`src/rtl/lc3b_types.sv`:
```
// Shared LC-3b datapath types and condition-code constants.
package lc3b_types;

  localparam int unsigned WORD_W = 16;
  localparam int unsigned NZP_W  = 3;

  typedef logic [WORD_W-1:0] lc3b_word;
  typedef logic [NZP_W-1:0]  lc3b_nzp;

  localparam lc3b_nzp CC_NEG   = 3'b100;
  localparam lc3b_nzp CC_ZERO  = 3'b010;
  localparam lc3b_nzp CC_POS   = 3'b001;
  localparam lc3b_nzp CC_RESET = CC_ZERO;

endpackage

```
`src/rtl/gencc.sv`:
```
// Combinational nzp generator: exactly one bit set for any 16-bit result.
module gencc
  import lc3b_types::*;
(
  input  lc3b_word data,
  output lc3b_nzp  nzp_c
);

  // Sign bit wins, then the zero test, otherwise positive.
  always_comb begin
    nzp_c = CC_POS;
    if (data[WORD_W-1]) begin
      nzp_c = CC_NEG;
    end else if (data == '0) begin
      nzp_c = CC_ZERO;
    end
  end

endmodule

```
`src/rtl/cc_tracker.sv`:
```
// Condition-code tracker beside WB: architectural CC register plus a count of
// in-flight CC setters, so decode can stall a BR until the CC is final.
// Optional feature macro: CC_BYPASS_EN (same-cycle WB bypass into cc_out/cc_valid).
module cc_tracker
  import lc3b_types::*;
#(
  parameter  int unsigned MAX_PEND = 4,
  localparam int unsigned CNT_W    = $clog2(MAX_PEND + 1)
) (
  input  logic             clk,
  input  logic             reset_n,
  input  logic             issue_valid,
  input  logic             issue_sets_cc,
  output logic             issue_ready,
  input  logic [CNT_W-1:0] flush_dec,
  input  logic             wb_valid,
  input  logic             wb_sets_cc,
  input  lc3b_word         wb_data,
  output lc3b_nzp          cc_out,
  output logic             cc_valid,
  output logic [CNT_W-1:0] pend_cnt,
  output logic             proto_err
);

  localparam int unsigned SUM_W = CNT_W + 1;

  lc3b_nzp          cc_q;
  lc3b_nzp          wb_nzp;
  logic             inc;
  logic             dec;
  logic [SUM_W-1:0] add_sum;
  logic [SUM_W-1:0] sub_sum;
  logic             underflow;
  logic [CNT_W-1:0] pend_nxt;

  gencc u_gencc (
    .data  (wb_data),
    .nzp_c (wb_nzp)
  );

  // Ready depends on the held count only, so a full counter refuses an issue
  // even when a WB retires in the same cycle.
  assign issue_ready = (pend_cnt != CNT_W'(MAX_PEND));
  assign inc         = issue_valid & issue_sets_cc & issue_ready;
  assign dec         = wb_valid & wb_sets_cc;

  // Net the counter update; any negative result clamps to zero and flags misuse.
  always_comb begin
    add_sum   = {1'b0, pend_cnt} + SUM_W'(inc);
    sub_sum   = {1'b0, flush_dec} + SUM_W'(dec);
    underflow = (sub_sum > add_sum);
    pend_nxt  = '0;
    if (!underflow) begin
      pend_nxt = CNT_W'(add_sum - sub_sum);
    end
  end

  // Pending counter, sticky error and architectural CC register.
  always_ff @(posedge clk or negedge reset_n) begin
    if (!reset_n) begin
      pend_cnt  <= '0;
      proto_err <= 1'b0;
      cc_q      <= CC_RESET;
    end else begin
      pend_cnt <= pend_nxt;
      if (underflow) begin
        proto_err <= 1'b1;
      end
      if (dec) begin
        cc_q <= wb_nzp;
      end
    end
  end

`ifdef CC_BYPASS_EN
  // Forward the retiring result so a branch behind the last setter need not wait.
  always_comb begin
    cc_out   = dec ? wb_nzp : cc_q;
    cc_valid = (pend_cnt == '0) | ((pend_cnt == CNT_W'(1)) & dec);
  end
`else
  // Publish the registered CC only once nothing is in flight.
  always_comb begin
    cc_out   = cc_q;
    cc_valid = (pend_cnt == '0);
  end
`endif

endmodule
```
`config.mk`:
```
export PLATFORM = sky130hd
export DESIGN_NAME = cc_tracker
export DESIGN_NICKNAME = d
export VERILOG_FILES = /design/src/rtl/lc3b_types.sv /design/src/rtl/gencc.sv /design/src/rtl/cc_tracker.sv
export SDC_FILE = /design/constraint.sdc
export NUM_CORES = 1
export LEC_CHECK = 0
export CORE_UTILIZATION = 38
export DETAILED_ROUTE_END_ITERATION = 16
export PLACE_DENSITY = 0.82
export SKIP_LAST_GASP = 1
export SYNTH_ARGS = -nofsm -noshare
export SYNTH_HDL_FRONTEND = slang
export SYNTH_SLANG_ARGS = --single-unit
```
`constraint.sdc`:
```
create_clock -name clk -period 4.2 [get_ports clk]
set_input_delay 0.42 -clock clk [delete_from_list [all_inputs] [get_ports clk]]
set_output_delay 0.42 -clock clk [all_outputs]
set_load 0.02 [all_outputs]
```
==> key figures, run 1 <==
Global route
  – Gr ovfl total: 0
  – Grt met2 use: 0.283
  – GRT Total Usage: 0.184
  – GRT Max-Usage Layer: met2
  – Largest net degree at the start of global routing: 8
  – Met1 usage: 0.250
  – Initial antenna violation count: 0
  – Met3 Resource Use GR: 0.0511
  – First-pass GRT wire length: 1.86 mm
  – Vias in the first global route: 442

Critical path
  – CP startpoint kind: input pin
  – RR Endpoint: proto_err
  – Worst setup EP type: flop
  – Reg2reg start: pend_cnt[1]
  – Reg2Reg Depth: 10
  – WP data required: 4330 ps
  – R2R Setup Slk: 1870 ps
  – Kind of critical path: in -> reg
  – CP max FO: 5
  – Data arrival, critical path: 2560 ps

Clock tree
  – Clock slew at reported path FFs: 50 ps
  – H-tree depth: 1
  – CTS resizes: 0
  – Worst-Skew Late Latency: 250 ps
  – Clock tree buffer depth: 2
  – Hold buffers post-CTS: 0
  – Num CTS Buffers: 3
  – Sink Count: 7
  – CTS root buf: clkbuf_4
  – CTS tree: yes
  – Post-CTS setup buffer count: 0

Timing
  – Worst rel slew slack: 0.801
  – Period utilization: 0.578
  – Post-Route Skew: 3.85 ps
  – Setup TNS: 0 ps
  – Fin. Hold Viols: 0
  – Final setup fails: 0
  – Slew @ Worst Pin: 297 ps
  – RSZ-0062 raised after global routing: no
  – Maximum clock frequency: 412 MHz
  – Min Hold Slack: 422 ps
  – Final Max Tran Viols: 0
  – Minimum clock period after layout: 2430 ps

Synth
  – Synthesized area: 543 sq um
  – Post-Syn Instances: 54
  – Syn Area/Cell: 10.1 sq um
  – Ranking of synthesized cells by area: dfrtp_1 28%, ha_1 23%, dfstp_2 4.8%
  – Async SR Flop Fraction: 1.00
  – Number of synthesized flops with an enable pin: 0
  – Most frequent cell after synthesis: ha_1
  – Synth Warn #: 0
  – Syn_nets: 90
  – Top-area cell type share of the netlist area: 0.276
  – Synthesized flop and latch total: 7
  – Commonest cells in the netlist: 10 x ha_1, 7 x nor2_1, 6 x dfrtp_1, 5 x inv_1, 4 x nand2_1
  – Post-synthesis sequential area ratio: 0.325
  – Yosys top cell by area: dfrtp_1
  – Synth cell types: 23
  – Predominant post-synthesis flop cell: dfrtp_1

Route
  – Drt drc: 0
  – Pre-antenna DRT Iters: 4
  – Drt first-iter violations: 7
  – Final antenna-violating net count: 0
  – Avg Vias per Cell: 4.83
  – Avg WL per Cell: 12.0 um
  – Via count: 512
  – Final WL: 1.27 mm

Pwr
  – PnR Total Power: 0.379 mW
  – Worst vdd ir: 0.309 mV
  – Leakage: 0.406 nW
  – Power per cell area: 413 mW/mm^2

Final layout
  – Design area: 918 sq um
  – Ant diodes: 0
  – Synthesis-to-layout area growth: 69.1%
  – Post-layout util: 0.697
  – Final net count: 128
  – Layout cell share with drive strength beyond 1: 0.0769

Place
  – GP Congestion: 0.760
  – DPL Wire Length: 1.16 mm
  – Area after DPL: 892 sq um
  – # port buffers: 33

Die
  – # rows: 13
  – Chip height: 39.8 um
  – Initial core utilization: 0.412
  – Area of the core: 0.00132 sq mm
  – Die Wd: 39.8 um
  – Total die area: 0.00158 sq mm
  – I/O pins: 34

Hold path
  – Worst hold path type: in -> async

Job
  – Maxcap violations: 0

Outcome
  – Status: finished clean
## through the flow
step	std cells	worst slack [ps]
floorplan	54	1790
global placement	102	1570
detailed placement	102	1510
CTS	106	1770
global route	106	1620
finish	106	1770
## layer usage
metal | vias to the layer above | routed length, um | share of wire
li1 | 263 | - | -
met1 | 233 | 610 | 0.48
met2 | 16 | 615 | 0.48
met3 | 0 | 44 | 0.035
met4 | 0 | 0 | 0
met5 | - | 0 | 0
## layout by cell type (no fill, tap or decap), types with 2 or more instances in the layout
master / n
clkdlybuf4s50_1: 33
ha_1: 10
nor2_1: 7
dfrtp_1: 6
inv_1: 5
nand2_1: 4
clkbuf_4: 3
and3_1: 2
xor2_1: 2
a21oi_1: 2
nor4_1: 2
## worst max path at each step
stage | start | cells after the start | end
2_1_floorplan | pend_cnt[1] | 10 | proto_err
3_3_place_gp | wb_valid | 11 | proto_err
3_5_place_dp | wb_sets_cc | 11 | proto_err
4_1_cts | wb_sets_cc | 11 | proto_err
5_1_grt | wb_sets_cc | 11 | proto_err
6_report | wb_sets_cc | 11 | proto_err
## logic make-up (layout without fill, tap and decap cells)
| group | after synthesis | after routing | share of synthesized area |
|---|---|---|---|
| and+or+nand+nor | 23 | 23 | 0.253 |
| adders and majority gates | 11 | 11 | 0.267 |
| xor gates and xnor gates | 3 | 3 | 0.0484 |
| DFF | 7 | 7 | 0.325 |
| AOI/OAI and AO/OA | 5 | 5 | 0.0714 |
| buffers and inverters | 5 | 42 | 0.0346 |
## where the power goes
group | switching (mW) | total [mW] | internal [mW]
sequential | 0.0150 | 0.0971 | 0.0821
combinational | 0.110 | 0.223 | 0.113
clock | 0.0231 | 0.0592 | 0.0361
## critical path, stage by stage
cell             delay [ps]
clkdlybuf4s50_1         400
nand2_1                 140
inv_1                    80
ha_1                    200
ha_1                    340
inv_1                    60
ha_1                    290
nor2b_1                 140
o211ai_2                150
a21oi_1                 120
or2_1                   210
## registers in the layout, indices dropped and copies added (netlist names)
signal and cells:
proto_err 1, cc_out 3, pend_cnt 3
## layout make-up
type                    instances  area (sq um)
fillers                       102           399
repair buffers                 33           330
clock buffers                   4          26.3
well taps                      15          18.8
inverters                       5          18.8
multi-input cells              42           348
flip-flops and latches          7           176
Note: power is estimated with default switching activity, not from simulation.
==> inputs of run 2 (changes only) <==
--- a/config.mk
+++ b/config.mk
@@ -5,9 +5,9 @@
 export SDC_FILE = /design/constraint.sdc
 export NUM_CORES = 1
 export LEC_CHECK = 0
-export CORE_UTILIZATION = 38
+export CORE_UTILIZATION = 32
 export DETAILED_ROUTE_END_ITERATION = 16
-export PLACE_DENSITY = 0.82
+export PLACE_DENSITY = 0.73
 export SKIP_LAST_GASP = 1
 export SYNTH_ARGS = -nofsm -noshare
 export SYNTH_HDL_FRONTEND = slang
==> constraint.sdc (replaced) <==
create_clock -name clk -period 2 [get_ports clk]
set_input_delay 0.2 -clock clk [delete_from_list [all_inputs] [get_ports clk]]
set_output_delay 0.2 -clock clk [all_outputs]
set_load 0.02 [all_outputs]
==> key figures, run 2 (synthesis results as in run 1) <==
Clock tree
  – Num CTS Buffers: 3 (unchanged)
  – Clock slew at reported path FFs: 50 ps (about the same)
  – Clock tree buffer depth: 2 (unchanged)
  – Worst-Skew Late Latency: 240 ps (about the same)
  – H-tree depth: 1 (unchanged)
  – CTS root buf: clkbuf_4
  – CTS tree: yes
  – Sink Count: 7 (unchanged)

Route
  – Drt first-iter violations: 2 (-5)
  – Met1 Wirelength: 566 um (-7.2%)
  – Final WL: 1.36 mm (+6.8%)
  – Metal2 WL: 716 um (+16%)
  – Avg Vias per Cell: 4.83 (about the same)
  – DR top layer: met4
  – Via count: 575 (+12%)
  – Avg WL per Cell: 11.4 um (-4.8%)
  – Pre-antenna DRT Iters: 4 (unchanged)
  – Final antenna-violating net count: 0 (unchanged)
  – Drt drc: 0 (unchanged)
  – WL met3: 61 um (+39%)

Critical path
  – CP startpoint kind: flop
  – CP top delay family: simple AND/OR/NAND/NOR gates
  – Cell mode on critical path: ha_4
  – Kind of critical path: reg -> reg
  – CP max FO: 3 (-2)
  – Worst Path Buf+Inv: 0 (-3)
  – Worst setup EP type: flop
  – Data arrival, critical path: 2210 ps (-350 ps)
  – Max incr delay on CP: 400 ps (about the same)
  – WP data required: 2130 ps (-2200 ps)
  – R2R Setup Slk: -80 ps (-1950 ps)
  – Crit-path cells: nor2_2 -> nand2_2 -> and3_4 -> ha_4 -> ha_4 -> ha_4 -> nor2b_4 -> o211ai_2 -> a21oi_2 -> or2_1
  – Crit path max-delay cell type: dfrtp_2

Timing
  – Slew @ Worst Pin: 297 ps (-0.415 ps)
  – Period utilization: 1.04
  – Worst rel slew slack: 0.801 (about the same)
  – Post-Route Skew: 0.234 ps (-3.62 ps)
  – Maximum clock frequency: 481 MHz
  – Fin. Hold Viols: 0 (unchanged)
  – Final setup fails: 2 (+2)
  – Final Max Tran Viols: 0 (unchanged)
  – Minimum clock period after layout: 2080 ps
  – Final worst slack: -80.0 ps (-1850 ps)
  – RSZ-0062 raised after global routing: yes

Global route
  – Gr ovfl total: 0 (unchanged)
  – GRT Total Usage: 0.173 (-0.0108)
  – Initial antenna violation count: 0 (unchanged)
  – First-pass GRT wire length: 2.42 mm (+30%)
  – Largest net degree at the start of global routing: 8 (unchanged)
  – Vias in the first global route: 631 (+43%)

Die
  – # rows: 14 (+1)
  – Total die area: 0.00187 sq mm (+18%)
  – Initial core utilization: 0.352 (-0.0599)
  – Chip height: 43.2 um (+8.5%)
  – I/O pins: 34 (unchanged)
  – Die Wd: 43.2 um (+8.5%)
  – Area of the core: 0.00154 sq mm (+17%)

Place
  – # port buffers: 33 (unchanged)
  – Inst Count DP: 110 (+7.8%)
  – DPL Wire Length: 1.13 mm (-2.5%)
  – Setup WS pre-CTS: -268 ps (-1780 ps)
  – GP Congestion: 0.758 (-0.30%)

Hold path
  – Worst hold path type: in -> async

Final layout
  – Layout cell share with drive strength beyond 1: 0.340 (+0.263)
  – Final net count: 140 (+9.4%)
  – Synthesis-to-layout area growth: 103%
  – Commonest non-fill, non-tap cell in the layout: clkdlybuf4s50_1
  – Ant diodes: 0 (unchanged)
  – Non-Filler Instances: 119 (+12%)
  – Most frequent cells in the layout: 33 x clkdlybuf4s50_1, 12 x buf_4, 6 x nor2_1, 6 x ha_1, 5 x inv_1

Pwr
  – Worst vdd ir: 0.576 mV (+87%)
  – Leakage: 0.467 nW (+15%)
  – Power per cell area: 923 mW/mm^2 (+120%)

Outcome
  – Failing checks: negative setup slack
  – Status: complete, but fails checks

Job
  – Maxcap violations: 0 (unchanged)
## run 2: cell count changes in the layout (fill, tap and decap cells not counted), sizes merged
cell	delta
buf	+12
clkinv	+1
clkbuf	-1
## run 2: cell type report
type                       count  area, sq um
clock buffer                   3         22.5
clock inverter                 1         5.00
fill                         121          442
inverter                       5         18.8
multi-input combinational     42          433
sequential                     7          180
tap                           16         20.0
timing repair buffer          45          420
## run 2: stage by stage
| stage | instance area [sq um] | total power [mW] | hold WS, ps | setup TNS, ps | utilization |
|---|---|---|---|---|---|
| after floorplan | 598 | 0.541 | -95.6 | -401 | - |
| after global placement | 1000 | 0.791 | 465 | -512 | 0.649 |
| after detailed placement | 1000 | 0.802 | 451 | -655 | 0.649 |
| after CTS | 1070 | 0.971 | 204 | -49.2 | 0.692 |
| after global routing | 1100 | 1.10 | 219 | -378 | 0.713 |
| final | 1100 | 1.02 | 203 | -104 | 0.713 |
## run 2: report_power, final
group          switching (mW)  total, mW  internal [mW]  leakage [nW]
clock                  0.0511      0.124         0.0729        0.0177
combinational           0.309      0.698          0.389         0.372
sequential             0.0172      0.193          0.176        0.0772
## run 2: worst paths after layout
| path | from | end | cells past startpoint |
|---|---|---|---|
| worst max-delay path | pend_cnt[0] | proto_err | 10 |
| worst min-delay path | reset_n | cc_out[0] | 1 |
| worst max register to register | pend_cnt[0] | proto_err | 10 |
| worst min register to register | proto_err | proto_err | 1 |
| max in group asynchronous | reset_n | cc_out[1] | 1 |
| min in group clk | proto_err | proto_err | 1 |
## run 2: per-layer routing
metal / global-route usage / vias up
met2: 0.293 / 24
met4: 0.0727 / 0
met1: 0.218 / 263
met3: 0.0255 / 2
met5: 0 / -
li1: - / 286
## run 2: what timing repair did
action / in CTS / in global routing
pin swaps: 8 / 6
setup endpoints to repair: 3 / 4
resized for setup: 4 / 1
hold buffers: 0 / 0
buffers inserted: 1 / 4
==> inputs of run 3 (changes only) <==
--- a/config.mk
+++ b/config.mk
@@ -5,6 +5,7 @@
 export SDC_FILE = /design/constraint.sdc
 export NUM_CORES = 1
 export LEC_CHECK = 0
+export CAP_MARGIN = 15
 export CORE_UTILIZATION = 32
 export DETAILED_ROUTE_END_ITERATION = 16
 export PLACE_DENSITY = 0.73
==> results of run 3 <==
Final layout, timing and power as in run 2 (identical DEF).
